--- config.mk ---
export PLATFORM = sky130hd
export DESIGN_NAME = fetch_stage
export DESIGN_NICKNAME = d
export VERILOG_FILES = /design/src/rtl/common_pkg.sv /design/src/rtl/fetch_skid.sv /design/src/rtl/fetch_stage.sv
export SDC_FILE = /design/constraint.sdc
export NUM_CORES = 1
export LEC_CHECK = 0
export CAP_MARGIN = 5
export CORE_ASPECT_RATIO = 0.5
export CORE_MARGIN = 2
export CORE_UTILIZATION = 55
export DETAILED_ROUTE_END_ITERATION = 6
export PLACE_DENSITY = 0.85
export SETUP_SLACK_MARGIN = 0.15
export SLEW_MARGIN = 20
export SYNTH_ARGS = -nofsm -noshare
export SYNTH_HDL_FRONTEND = slang
export SYNTH_SLANG_ARGS = --single-unit
--- constraint.sdc ---
create_clock -name clk -period 5.3 [get_ports clk]
set_input_delay 0.795 -clock clk [delete_from_list [all_inputs] [get_ports clk]]
set_output_delay 0.795 -clock clk [all_outputs]
set_load 0.005 [all_outputs]
--- src/rtl/common_pkg.sv ---
// Shared fetch-path types and constants.
package common;

  typedef logic [31:0] word_t;
  typedef logic [31:0] instr_t;

  // REQ: issuing, WAIT: one request outstanding, FULL: skid occupied, HALT: parked after fault
  typedef enum logic [1:0] {
    REQ  = 2'd0,
    WAIT = 2'd1,
    FULL = 2'd2,
    HALT = 2'd3
  } fetch_state_t;

  localparam word_t BOOT_PC_DEFAULT = 32'h0000_1000;

  // Sequential fetch increment; wraps modulo 2^32 naturally.
  function automatic word_t pc_incr(input word_t pc);
    return pc + 32'd4;
  endfunction

endpackage

--- src/rtl/fetch_skid.sv ---
// One-entry skid buffer holding a response that arrived while IF/ID was stalled.
module fetch_skid
  import common::*;
(
  input  logic   clk,
  input  logic   rst_n,
  input  logic   load,
  input  logic   drain,
  input  logic   flush,
  input  instr_t in_data,
  input  word_t  in_pc,
  input  logic   in_fault,
  output logic   valid,
  output instr_t data,
  output word_t  pc,
  output logic   fault
);

  // Flush wins over load, load wins over drain.
  always_ff @(posedge clk or negedge rst_n) begin
    if (!rst_n) begin
      valid <= 1'b0;
      data  <= '0;
      pc    <= '0;
      fault <= 1'b0;
    end else if (flush) begin
      valid <= 1'b0;
    end else if (load) begin
      valid <= 1'b1;
      data  <= in_data;
      pc    <= in_pc;
      fault <= in_fault;
    end else if (drain) begin
      valid <= 1'b0;
    end
  end

endmodule

--- src/rtl/fetch_stage.sv ---
// Instruction fetch stage: single-outstanding icache requester feeding the IF/ID register.
module fetch_stage
  import common::*;
#(
  parameter word_t BOOT_PC = BOOT_PC_DEFAULT
) (
  input  logic   clk,
  input  logic   rst_n,
  input  logic   stall,
  input  logic   redirect_valid,
  input  word_t  redirect_pc,
  output logic   icache_req_valid,
  output word_t  icache_req_addr,
  input  logic   icache_req_ready,
  input  logic   icache_resp_valid,
  input  instr_t icache_resp_data,
  input  logic   icache_resp_fault,
  output logic   instr_valid,
  output instr_t instruction,
  output word_t  instr_pc,
  output logic   instr_fault
);

  fetch_state_t state_q, state_d;
  word_t        pc_q, pc_d;
  logic         kill_q, kill_d;

  logic         ifid_valid_q, ifid_valid_d;
  instr_t       ifid_data_q, ifid_data_d;
  word_t        ifid_pc_q, ifid_pc_d;
  logic         ifid_fault_q, ifid_fault_d;

  logic         skid_valid;
  instr_t       skid_data;
  word_t        skid_pc;
  logic         skid_fault;

  logic         ifid_open;
  logic         resp_take;
  logic         resp_to_skid;
  logic         skid_drain;

  // IF/ID may accept a new entry when it is empty or the decoder is consuming it.
  assign ifid_open    = !ifid_valid_q || !stall;
  // A live response: in WAIT, not killed by an earlier redirect, not discarded by one now.
  assign resp_take    = (state_q == WAIT) && icache_resp_valid && !kill_q && !redirect_valid;
  assign resp_to_skid = resp_take && !ifid_open;
  assign skid_drain   = skid_valid && ifid_open && !redirect_valid;

  // Request is gated by rst_n so nothing is presented to the icache while in reset.
  assign icache_req_valid = rst_n && (state_q == REQ);
  assign icache_req_addr  = pc_q;

  assign instr_valid = ifid_valid_q;
  assign instruction = ifid_data_q;
  assign instr_pc    = ifid_pc_q;
  assign instr_fault = ifid_fault_q;

  fetch_skid u_skid (
    .clk      (clk),
    .rst_n    (rst_n),
    .load     (resp_to_skid),
    .drain    (skid_drain),
    .flush    (redirect_valid),
    .in_data  (icache_resp_data),
    .in_pc    (pc_q),
    .in_fault (icache_resp_fault),
    .valid    (skid_valid),
    .data     (skid_data),
    .pc       (skid_pc),
    .fault    (skid_fault)
  );

  // FSM, PC and kill next-state; redirect has priority over everything else.
  always_comb begin
    state_d = state_q;
    pc_d    = pc_q;
    kill_d  = kill_q;
    unique case (state_q)
      REQ: begin
        if (redirect_valid) begin
          pc_d = redirect_pc;
          if (icache_req_ready) begin
            // Request already accepted by the icache; its response must be dropped.
            state_d = WAIT;
            kill_d  = 1'b1;
          end else begin
            state_d = REQ;
            kill_d  = 1'b0;
          end
        end else if (icache_req_ready) begin
          state_d = WAIT;
        end
      end
      WAIT: begin
        if (redirect_valid) begin
          pc_d = redirect_pc;
          if (icache_resp_valid) begin
            state_d = REQ;
            kill_d  = 1'b0;
          end else begin
            kill_d = 1'b1;
          end
        end else if (icache_resp_valid) begin
          if (kill_q) begin
            kill_d  = 1'b0;
            state_d = REQ;
          end else if (icache_resp_fault) begin
            state_d = HALT;
          end else begin
            pc_d    = pc_incr(pc_q);
            state_d = resp_to_skid ? FULL : REQ;
          end
        end
      end
      FULL: begin
        if (redirect_valid) begin
          pc_d    = redirect_pc;
          state_d = REQ;
        end else if (ifid_open) begin
          state_d = REQ;
        end
      end
      HALT: begin
        if (redirect_valid) begin
          pc_d    = redirect_pc;
          state_d = REQ;
        end
      end
      default: state_d = REQ;
    endcase
  end

  // IF/ID next-state: skid entry is older than any response, so it goes first.
  always_comb begin
    ifid_valid_d = ifid_valid_q;
    ifid_data_d  = ifid_data_q;
    ifid_pc_d    = ifid_pc_q;
    ifid_fault_d = ifid_fault_q;
    if (redirect_valid) begin
      ifid_valid_d = 1'b0;
    end else if (ifid_open) begin
      if (skid_valid) begin
        ifid_valid_d = 1'b1;
        ifid_data_d  = skid_data;
        ifid_pc_d    = skid_pc;
        ifid_fault_d = skid_fault;
      end else if (resp_take) begin
        ifid_valid_d = 1'b1;
        ifid_data_d  = icache_resp_data;
        ifid_pc_d    = pc_q;
        ifid_fault_d = icache_resp_fault;
      end else begin
        ifid_valid_d = 1'b0;
      end
    end
  end

  // Control state registers.
  always_ff @(posedge clk or negedge rst_n) begin
    if (!rst_n) begin
      state_q <= REQ;
      pc_q    <= BOOT_PC;
      kill_q  <= 1'b0;
    end else begin
      state_q <= state_d;
      pc_q    <= pc_d;
      kill_q  <= kill_d;
    end
  end

  // IF/ID pipeline register.
  always_ff @(posedge clk or negedge rst_n) begin
    if (!rst_n) begin
      ifid_valid_q <= 1'b0;
      ifid_data_q  <= '0;
      ifid_pc_q    <= '0;
      ifid_fault_q <= 1'b0;
    end else begin
      ifid_valid_q <= ifid_valid_d;
      ifid_data_q  <= ifid_data_d;
      ifid_pc_q    <= ifid_pc_d;
      ifid_fault_q <= ifid_fault_d;
    end
  end

endmodule

==> run_summary.xml, run 1 <==
<?xml version="1.0" encoding="UTF-8"?>
<metrics>
  <group name="worst_setup_path">
    <metric name="critical_path_cell_by_cell" unit="">clkdlybuf4s50_1, buf_4, inv_2, nand2_2, nor3b_2, o211ai_1, buf_4, mux2_2</metric>
    <metric name="timing.critical_path.slowest_stage_cell" unit="">buf_4</metric>
    <metric name="setup.worst_path.end_class" unit="">register</metric>
    <metric name="timing_worst_setup_path_type" unit="">input pin to register</metric>
    <metric name="cp-start-kind" unit="">input pin</metric>
    <metric name="worst_ep_required_time" unit="ns">5.60</metric>
    <metric name="worst_path_most_repeated_cell" unit="">buf_4</metric>
    <metric name="slowest_delay" unit="ns">0.50</metric>
    <metric name="crit_path_max_fanout" unit="">28</metric>
    <metric name="critPathArrivalTime" unit="ns">3.27</metric>
  </group>
  <group name="timing">
    <metric name="finalSetupTns" unit="ns">0</metric>
    <metric name="grt_setup_unrepaired" unit="">false</metric>
    <metric name="final-setup-viol-count" unit="">0</metric>
    <metric name="final_report_max_slew_violation_count" unit="">0</metric>
    <metric name="timing.final.hold_violations" unit="">0</metric>
    <metric name="relSlewSlack" unit="">0.267</metric>
    <metric name="min_period" unit="ns">2.97</metric>
    <metric name="transition_time_at_the_pin_with_the_least_slew_margin" unit="ns">1.10</metric>
    <metric name="final.setup_skew" unit="ns">0.0131</metric>
    <metric name="setup_slack" unit="ns">2.33</metric>
    <metric name="period_share" unit="">0.560</metric>
    <metric name="fmax" unit="MHz">337</metric>
  </group>
  <group name="cts">
    <metric name="cts.path.max_buffers" unit="">2</metric>
    <metric name="numCtsBuffers" unit="">17</metric>
    <metric name="tritoncts_clock_tree" unit="">done</metric>
    <metric name="cts_resized" unit="">0</metric>
    <metric name="clk_latency" unit="ns">0.42</metric>
    <metric name="clkTransAtPathRegs" unit="ns">0.07</metric>
    <metric name="cts_htree_levels" unit="">4</metric>
    <metric name="clkSinkCount" unit="">167</metric>
    <metric name="post_cts_hold_buffer_count" unit="">0</metric>
    <metric name="ctsRootBufferMaster" unit="">clkbuf_16</metric>
    <metric name="post-cts-setup-buffer-count" unit="">0</metric>
  </group>
  <group name="cells_and_area">
    <metric name="area_taken_by_multi_input_logic_gates" unit="mm2">0.00364</metric>
    <metric name="fin_nets" unit="">849</metric>
    <metric name="syn_to_final_growth" unit="%">29.6</metric>
    <metric name="num_antenna_cells" unit="">0</metric>
    <metric name="layout.cells.most_common_list" unit="">168 x clkdlybuf4s50_1, 165 x dfrtp_1, 134 x mux2_2</metric>
    <metric name="seqCellArea" unit="mm2">0.00418</metric>
    <metric name="final_common_cell" unit="">clkdlybuf4s50_1</metric>
    <metric name="num-fill-cells" unit="">969</metric>
    <metric name="post_route_cells_drive_above_1_share" unit="">0.302</metric>
  </group>
  <group name="synthesis">
    <metric name="synth.cell_area" unit="mm2">0.00808</metric>
    <metric name="synthesized_netlist_net_count" unit="">691</metric>
    <metric name="netlist_instances" unit="">619</metric>
    <metric name="yosys_register_bits" unit="">167</metric>
    <metric name="postSynth.topFlopCell" unit="">dfrtp_1</metric>
    <metric name="synth_edf_count" unit="">0</metric>
    <metric name="synthDistinctLibCells" unit="">59</metric>
    <metric name="synth-async-reset-ratio" unit="">1.00</metric>
    <metric name="synth_seq_area_share" unit="">0.518</metric>
    <metric name="yosysWarningCount" unit="">0</metric>
    <metric name="avgSynthCellArea" unit="um2">13.0</metric>
  </group>
  <group name="drt">
    <metric name="drt_first_pass_iters" unit="">5</metric>
    <metric name="vias_per_cell" unit="">5.92</metric>
    <metric name="totalWireLength" unit="um">19200</metric>
    <metric name="wl_per_cell" unit="um">19.5</metric>
    <metric name="detail-route-antenna-nets" unit="">0</metric>
    <metric name="post_route_drc_violation_count" unit="">0</metric>
    <metric name="vias" unit="">5837</metric>
    <metric name="drt_first_iter_violations" unit="">446</metric>
  </group>
  <group name="power">
    <metric name="p_leak" unit="nW">4.64</metric>
    <metric name="power_dens_cells" unit="mW/mm2">434</metric>
    <metric name="irDropWorstVdd" unit="mV">0.235</metric>
  </group>
  <group name="worst_hold_path">
    <metric name="min_path_type" unit="">input pin to asynchronous set/reset pin</metric>
  </group>
  <group name="placement">
    <metric name="buffer_ports.inserted" unit="">169</metric>
    <metric name="pre_cts_ws" unit="ns">1.94</metric>
    <metric name="routabilityCongestion" unit="">0.877</metric>
    <metric name="hpwl" unit="um">12700</metric>
  </group>
  <group name="grt">
    <metric name="antenna_found_initial" unit="">0</metric>
    <metric name="grt_first_pass_wirelength" unit="um">30200</metric>
    <metric name="pin_count_of_the_biggest_net_entering_global_routing" unit="">64</metric>
    <metric name="grt_pass1_vias" unit="">5864</metric>
    <metric name="global_route.usage.total" unit="">0.247</metric>
    <metric name="global_route.overflow_total" unit="">0</metric>
  </group>
  <group name="floorplanning">
    <metric name="floorplan.initialDensity" unit="">0.561</metric>
    <metric name="core_area" unit="mm2">0.0144</metric>
    <metric name="design.die.area" unit="mm2">0.0157</metric>
    <metric name="chipWidth" unit="um">175</metric>
    <metric name="die_y" unit="um">89.7</metric>
    <metric name="pin_count" unit="">170</metric>
    <metric name="num_rows" unit="">31</metric>
  </group>
  <group name="run">
    <metric name="drv_cap" unit="">0</metric>
  </group>
  <group name="status">
    <metric name="run_status" unit="">finished, final reports clean</metric>
  </group>
</metrics>
-- area by class of cell --
cell class | count | share of cell area
clock buffers | 20 | 0.0427
clock inverters | 10 | 0.0137
inverters | 6 | 0.00215
multi-input cells | 406 | 0.348
flip-flops and latches | 167 | 0.400
well taps | 198 | 0.0237
repair buffers | 179 | 0.170
-- metal layers --
metal | routed length, um | up-vias | global-route usage
met5 | 0 | - | 0
met2 | 9580 | 233 | 0.425
li1 | - | 2595 | -
met4 | 351 | 0 | 0.0818
met1 | 8180 | 2969 | 0.322
met3 | 1100 | 40 | 0.0488
-- kinds of logic after synthesis --
group                      synth area share
muxes                                 0.292
DFF                                   0.518
and+or+nand+nor                      0.0789
AOI/OAI and AO/OA                    0.0742
buffers and inverters                0.0322
xor gates and xnor gates            0.00325
adders and majority gates           0.00155
-- critical path: cells and delay by family --
kind	cells	cell delay, ns
mux	1	0.40
buf+inv	4	1.42
compound gates	1	0.26
simple gates	2	0.36
-- synth_stat cells (all sizes together), types with 2 or more instances --
cell type,n,area share
mux2,193,0.29
inv,6,0.0028
a31oi,3,0.0023
and4,2,0.0022
a221o,2,0.0025
a21oi,25,0.015
o311ai,2,0.0022
nand4,9,0.0085
a211oi,4,0.0037
a2bb2oi,5,0.0054
a311oi,2,0.0022
nor3b,4,0.0043
o22a,4,0.0043
dfrtp,166,0.51
nor3,9,0.0056
o21ai,18,0.012
nor4,3,0.0042
nand3,19,0.012
a21o,2,0.0019
nand2b,2,0.0025
buf,24,0.022
o22ai,12,0.0093
clkbuf,16,0.0074
nand2,38,0.018
xor2,2,0.0022
nor2,19,0.0098
a22oi,3,0.0028
and3,7,0.0054
and2,2,0.0015
-- report_power, final --
group | internal [mW] | switching [mW] | leakage (nW) | total, mW
Combinational | 0.960 | 0.427 | 2.23 | 1.39
Clock | 0.753 | 0.506 | 0.279 | 1.26
Sequential | 1.61 | 0.282 | 2.13 | 1.89
Total | 3.32 | 1.21 | 4.64 | 4.54
-- worst paths after layout --
kind / startpoint / to / slack [ns] / depth (start not counted)
max in group asynchronous: rst_n / u_skid.valid / 3.07 / 3
setup / recovery: redirect_valid / instr_pc[4] / 2.33 / 8
setup reg to reg: kill_q / icache_req_addr[19] / 2.85 / 4
hold reg to reg: u_skid.pc[24] / u_skid.pc[24] / 0.48 / 1
min in group clk: u_skid.pc[24] / u_skid.pc[24] / 0.48 / 1
hold / removal: rst_n / u_skid.pc[18] / 0.33 / 1
-- state kept, by name, indices dropped and copies added, names as in the netlist --
signal           flops
kill_q               1
state_q              2
instr_fault          1
u_skid.pc           32
instruction         32
u_skid.valid         1
instr_pc            32
instr_valid          1
u_skid.data         32
u_skid.fault         1
icache_req_addr     32
-- stage by stage --
step	power, mW	cell area, um2	instances	hold WS (ns)	utilization
2_1_floorplan	2.47	8080	619	0.452	-
3_3_place_gp	3.24	9880	956	0.461	0.686
3_5_place_dp	3.29	9880	956	0.473	0.686
4_1_cts	4.56	10500	986	0.355	0.727
5_1_grt	4.75	10500	986	0.369	0.727
6_report	4.54	10500	986	0.333	0.727
Note: power is estimated with default switching activity, not from simulation.
==> run 2, diff against run 1 <==
- CORE_UTILIZATION: 55 -> 52
- PLACE_DENSITY: 0.85 -> 0.81
- clock period: 5.3 -> 3.05 ns (I/O delays scaled with it)
==> run_summary.xml, run 2 (same netlist as run 1, synthesis figures left out) <==
<?xml version="1.0" encoding="UTF-8"?>
<metrics>
  <group name="timing">
    <metric name="final-setup-viol-count" unit="">0</metric>
    <metric name="grt_setup_unrepaired" unit="">false</metric>
    <metric name="relSlewSlack" unit="">0.343</metric>
    <metric name="period_share" unit="">0.719</metric>
    <metric name="timing.final.hold_violations" unit="">0</metric>
    <metric name="transition_time_at_the_pin_with_the_least_slew_margin" unit="ns">0.986</metric>
    <metric name="finalSetupTns" unit="ns">0</metric>
    <metric name="final.setup_skew" unit="ns">0.0165</metric>
    <metric name="min_period" unit="ns">2.19</metric>
    <metric name="final_report_max_slew_violation_count" unit="">0</metric>
    <metric name="fmax" unit="MHz">456</metric>
  </group>
  <group name="cts">
    <metric name="tritoncts_clock_tree" unit="">done</metric>
    <metric name="post_cts_hold_buffer_count" unit="">0</metric>
    <metric name="clkTransAtPathRegs" unit="ns">0.07</metric>
    <metric name="post-cts-setup-buffer-count" unit="">0</metric>
    <metric name="cts_resized" unit="">0</metric>
    <metric name="numCtsBuffers" unit="">17</metric>
    <metric name="ctsRootBufferMaster" unit="">clkbuf_16</metric>
    <metric name="clk_latency" unit="ns">0.43</metric>
    <metric name="cts.path.max_buffers" unit="">2</metric>
    <metric name="cts_htree_levels" unit="">4</metric>
    <metric name="clkSinkCount" unit="">167</metric>
  </group>
  <group name="cells_and_area">
    <metric name="post_route_cells_drive_above_1_share" unit="">0.311</metric>
    <metric name="finish.utilization" unit="">0.692</metric>
    <metric name="syn_to_final_growth" unit="%">31.1</metric>
    <metric name="fin_nets" unit="">854</metric>
    <metric name="layout.cells.most_common_list" unit="">168 x clkdlybuf4s50_1, 165 x dfrtp_1, 134 x mux2_2</metric>
    <metric name="final_common_cell" unit="">clkdlybuf4s50_1</metric>
    <metric name="num_antenna_cells" unit="">0</metric>
  </group>
  <group name="drt">
    <metric name="totalWireLength" unit="um">19000</metric>
    <metric name="detail-route-antenna-nets" unit="">0</metric>
    <metric name="vias" unit="">5697</metric>
    <metric name="vias_per_cell" unit="">5.70</metric>
    <metric name="wl_per_cell" unit="um">19.0</metric>
    <metric name="drt_first_pass_iters" unit="">5</metric>
    <metric name="drt_first_iter_violations" unit="">393</metric>
    <metric name="post_route_drc_violation_count" unit="">0</metric>
  </group>
  <group name="grt">
    <metric name="global_route.usage.total" unit="">0.232</metric>
    <metric name="grt_first_pass_wirelength" unit="um">30900</metric>
    <metric name="antenna_found_initial" unit="">0</metric>
    <metric name="global_route.overflow_total" unit="">0</metric>
    <metric name="pin_count_of_the_biggest_net_entering_global_routing" unit="">168</metric>
    <metric name="grt_pass1_vias" unit="">5843</metric>
  </group>
  <group name="floorplanning">
    <metric name="pin_count" unit="">170</metric>
    <metric name="die_y" unit="um">92.1</metric>
    <metric name="core_area" unit="mm2">0.0153</metric>
    <metric name="design.die.area" unit="mm2">0.0166</metric>
    <metric name="num_rows" unit="">32</metric>
    <metric name="chipWidth" unit="um">180</metric>
    <metric name="floorplan.initialDensity" unit="">0.528</metric>
  </group>
  <group name="power">
    <metric name="p_leak" unit="nW">4.69</metric>
    <metric name="clockPowerShare" unit="">0.281</metric>
    <metric name="power_dens_cells" unit="mW/mm2">750</metric>
    <metric name="seqPwrFrac" unit="">0.412</metric>
    <metric name="power.share.switching" unit="">0.280</metric>
    <metric name="power.share.combinational" unit="">0.306</metric>
    <metric name="switching_power" unit="mW">2.22</metric>
    <metric name="p_int" unit="mW">5.72</metric>
    <metric name="irDropWorstVdd" unit="mV">0.386</metric>
  </group>
  <group name="worst_setup_path">
    <metric name="cp-start-kind" unit="">input pin</metric>
    <metric name="crit_path_max_fanout" unit="">20</metric>
    <metric name="timing_worst_setup_path_type" unit="">input pin to register</metric>
    <metric name="worst_ep_required_time" unit="ns">3.35</metric>
    <metric name="critPathArrivalTime" unit="ns">2.49</metric>
    <metric name="reg2regPathDepth" unit="">6</metric>
    <metric name="setup.worst_path.end_class" unit="">register</metric>
  </group>
  <group name="worst_hold_path">
    <metric name="min_path_type" unit="">input pin to asynchronous set/reset pin</metric>
  </group>
  <group name="placement">
    <metric name="buffer_ports.inserted" unit="">169</metric>
    <metric name="routabilityCongestion" unit="">0.828</metric>
    <metric name="hpwl" unit="um">12700</metric>
  </group>
  <group name="run">
    <metric name="drv_cap" unit="">0</metric>
  </group>
  <group name="status">
    <metric name="run_status" unit="">finished, final reports clean</metric>
  </group>
</metrics>
run 2: cell types whose count changed in the layout (fill, tap and decap cells not counted), sizes merged:
| cell | before | now |
|---|---|---|
| buf | 11 | 16 |
| clkbuf | 20 | 17 |
| clkinv | 1 | 0 |
| clkinvlp | 3 | 4 |
| bufinv | 3 | 2 |
| inv | 9 | 15 |
run 2: power groups by stage:
stage | combinational, mW | clock (mW) | sequential, mW
6_report | 2.43 | 2.23 | 3.27
5_1_grt | 2.59 | 2.36 | 3.35
3_5_place_dp | 2.44 | 0 | 3.30
4_1_cts | 2.45 | 2.27 | 3.27
2_1_floorplan | 1.08 | 0 | 3.22
3_3_place_gp | 2.37 | 0 | 3.27
run 2: cell type report:
cell class,count,area [um2]
sequential,167,4180
inverter,6,22.5
multi-input combinational,406,3640
fill,1114,4700
clock inverter,15,179
tap,204,255
clock buffer,17,425
timing repair buffer,184,1880
run 2: per-layer routing:
layer  vias up  track usage  share of wire
met5         -            0              0
met4         0       0.0665          0.014
met3        27       0.0496          0.051
met2       181        0.393           0.49
met1      2877        0.305           0.45
li1       2612            -              -
run 2: worst max-delay path, cell delays in order:
cell and delay [ns]:
clkdlybuf4s50_1 0.60, nor2_4 0.20, nand3b_1 0.18, nor2_4 0.44
buf_12 0.24, mux2_2 0.36
run 2: metrics by stage:
stage | cell area, um2 | cells | hold WS (ns) | power [mW] | setup slack (ns)
4_1_cts | 10600 | 999 | 0.277 | 7.99 | 0.855
5_1_grt | 10600 | 999 | 0.278 | 8.31 | 0.758
3_3_place_gp | 9990 | 967 | 0.462 | 5.64 | 0.467
2_1_floorplan | 8080 | 619 | 0.162 | 4.30 | 1.22
6_report | 10600 | 999 | 0.146 | 7.94 | 0.858
3_5_place_dp | 9990 | 967 | 0.473 | 5.74 | 0.413
run 2: worst paths after layout:
path	start	endpoint	slack [ns]
max in group asynchronous	rst_n	u_skid.pc[11]	2.10
worst max register to register	state_q[1]	u_skid.pc[2]	0.87
worst min-delay path	rst_n	instr_pc[20]	0.15
worst max-delay path	redirect_valid	u_skid.pc[2]	0.86
worst min register to register	u_skid.pc[0]	u_skid.pc[0]	0.49
min in group clk	u_skid.pc[0]	u_skid.pc[0]	0.49
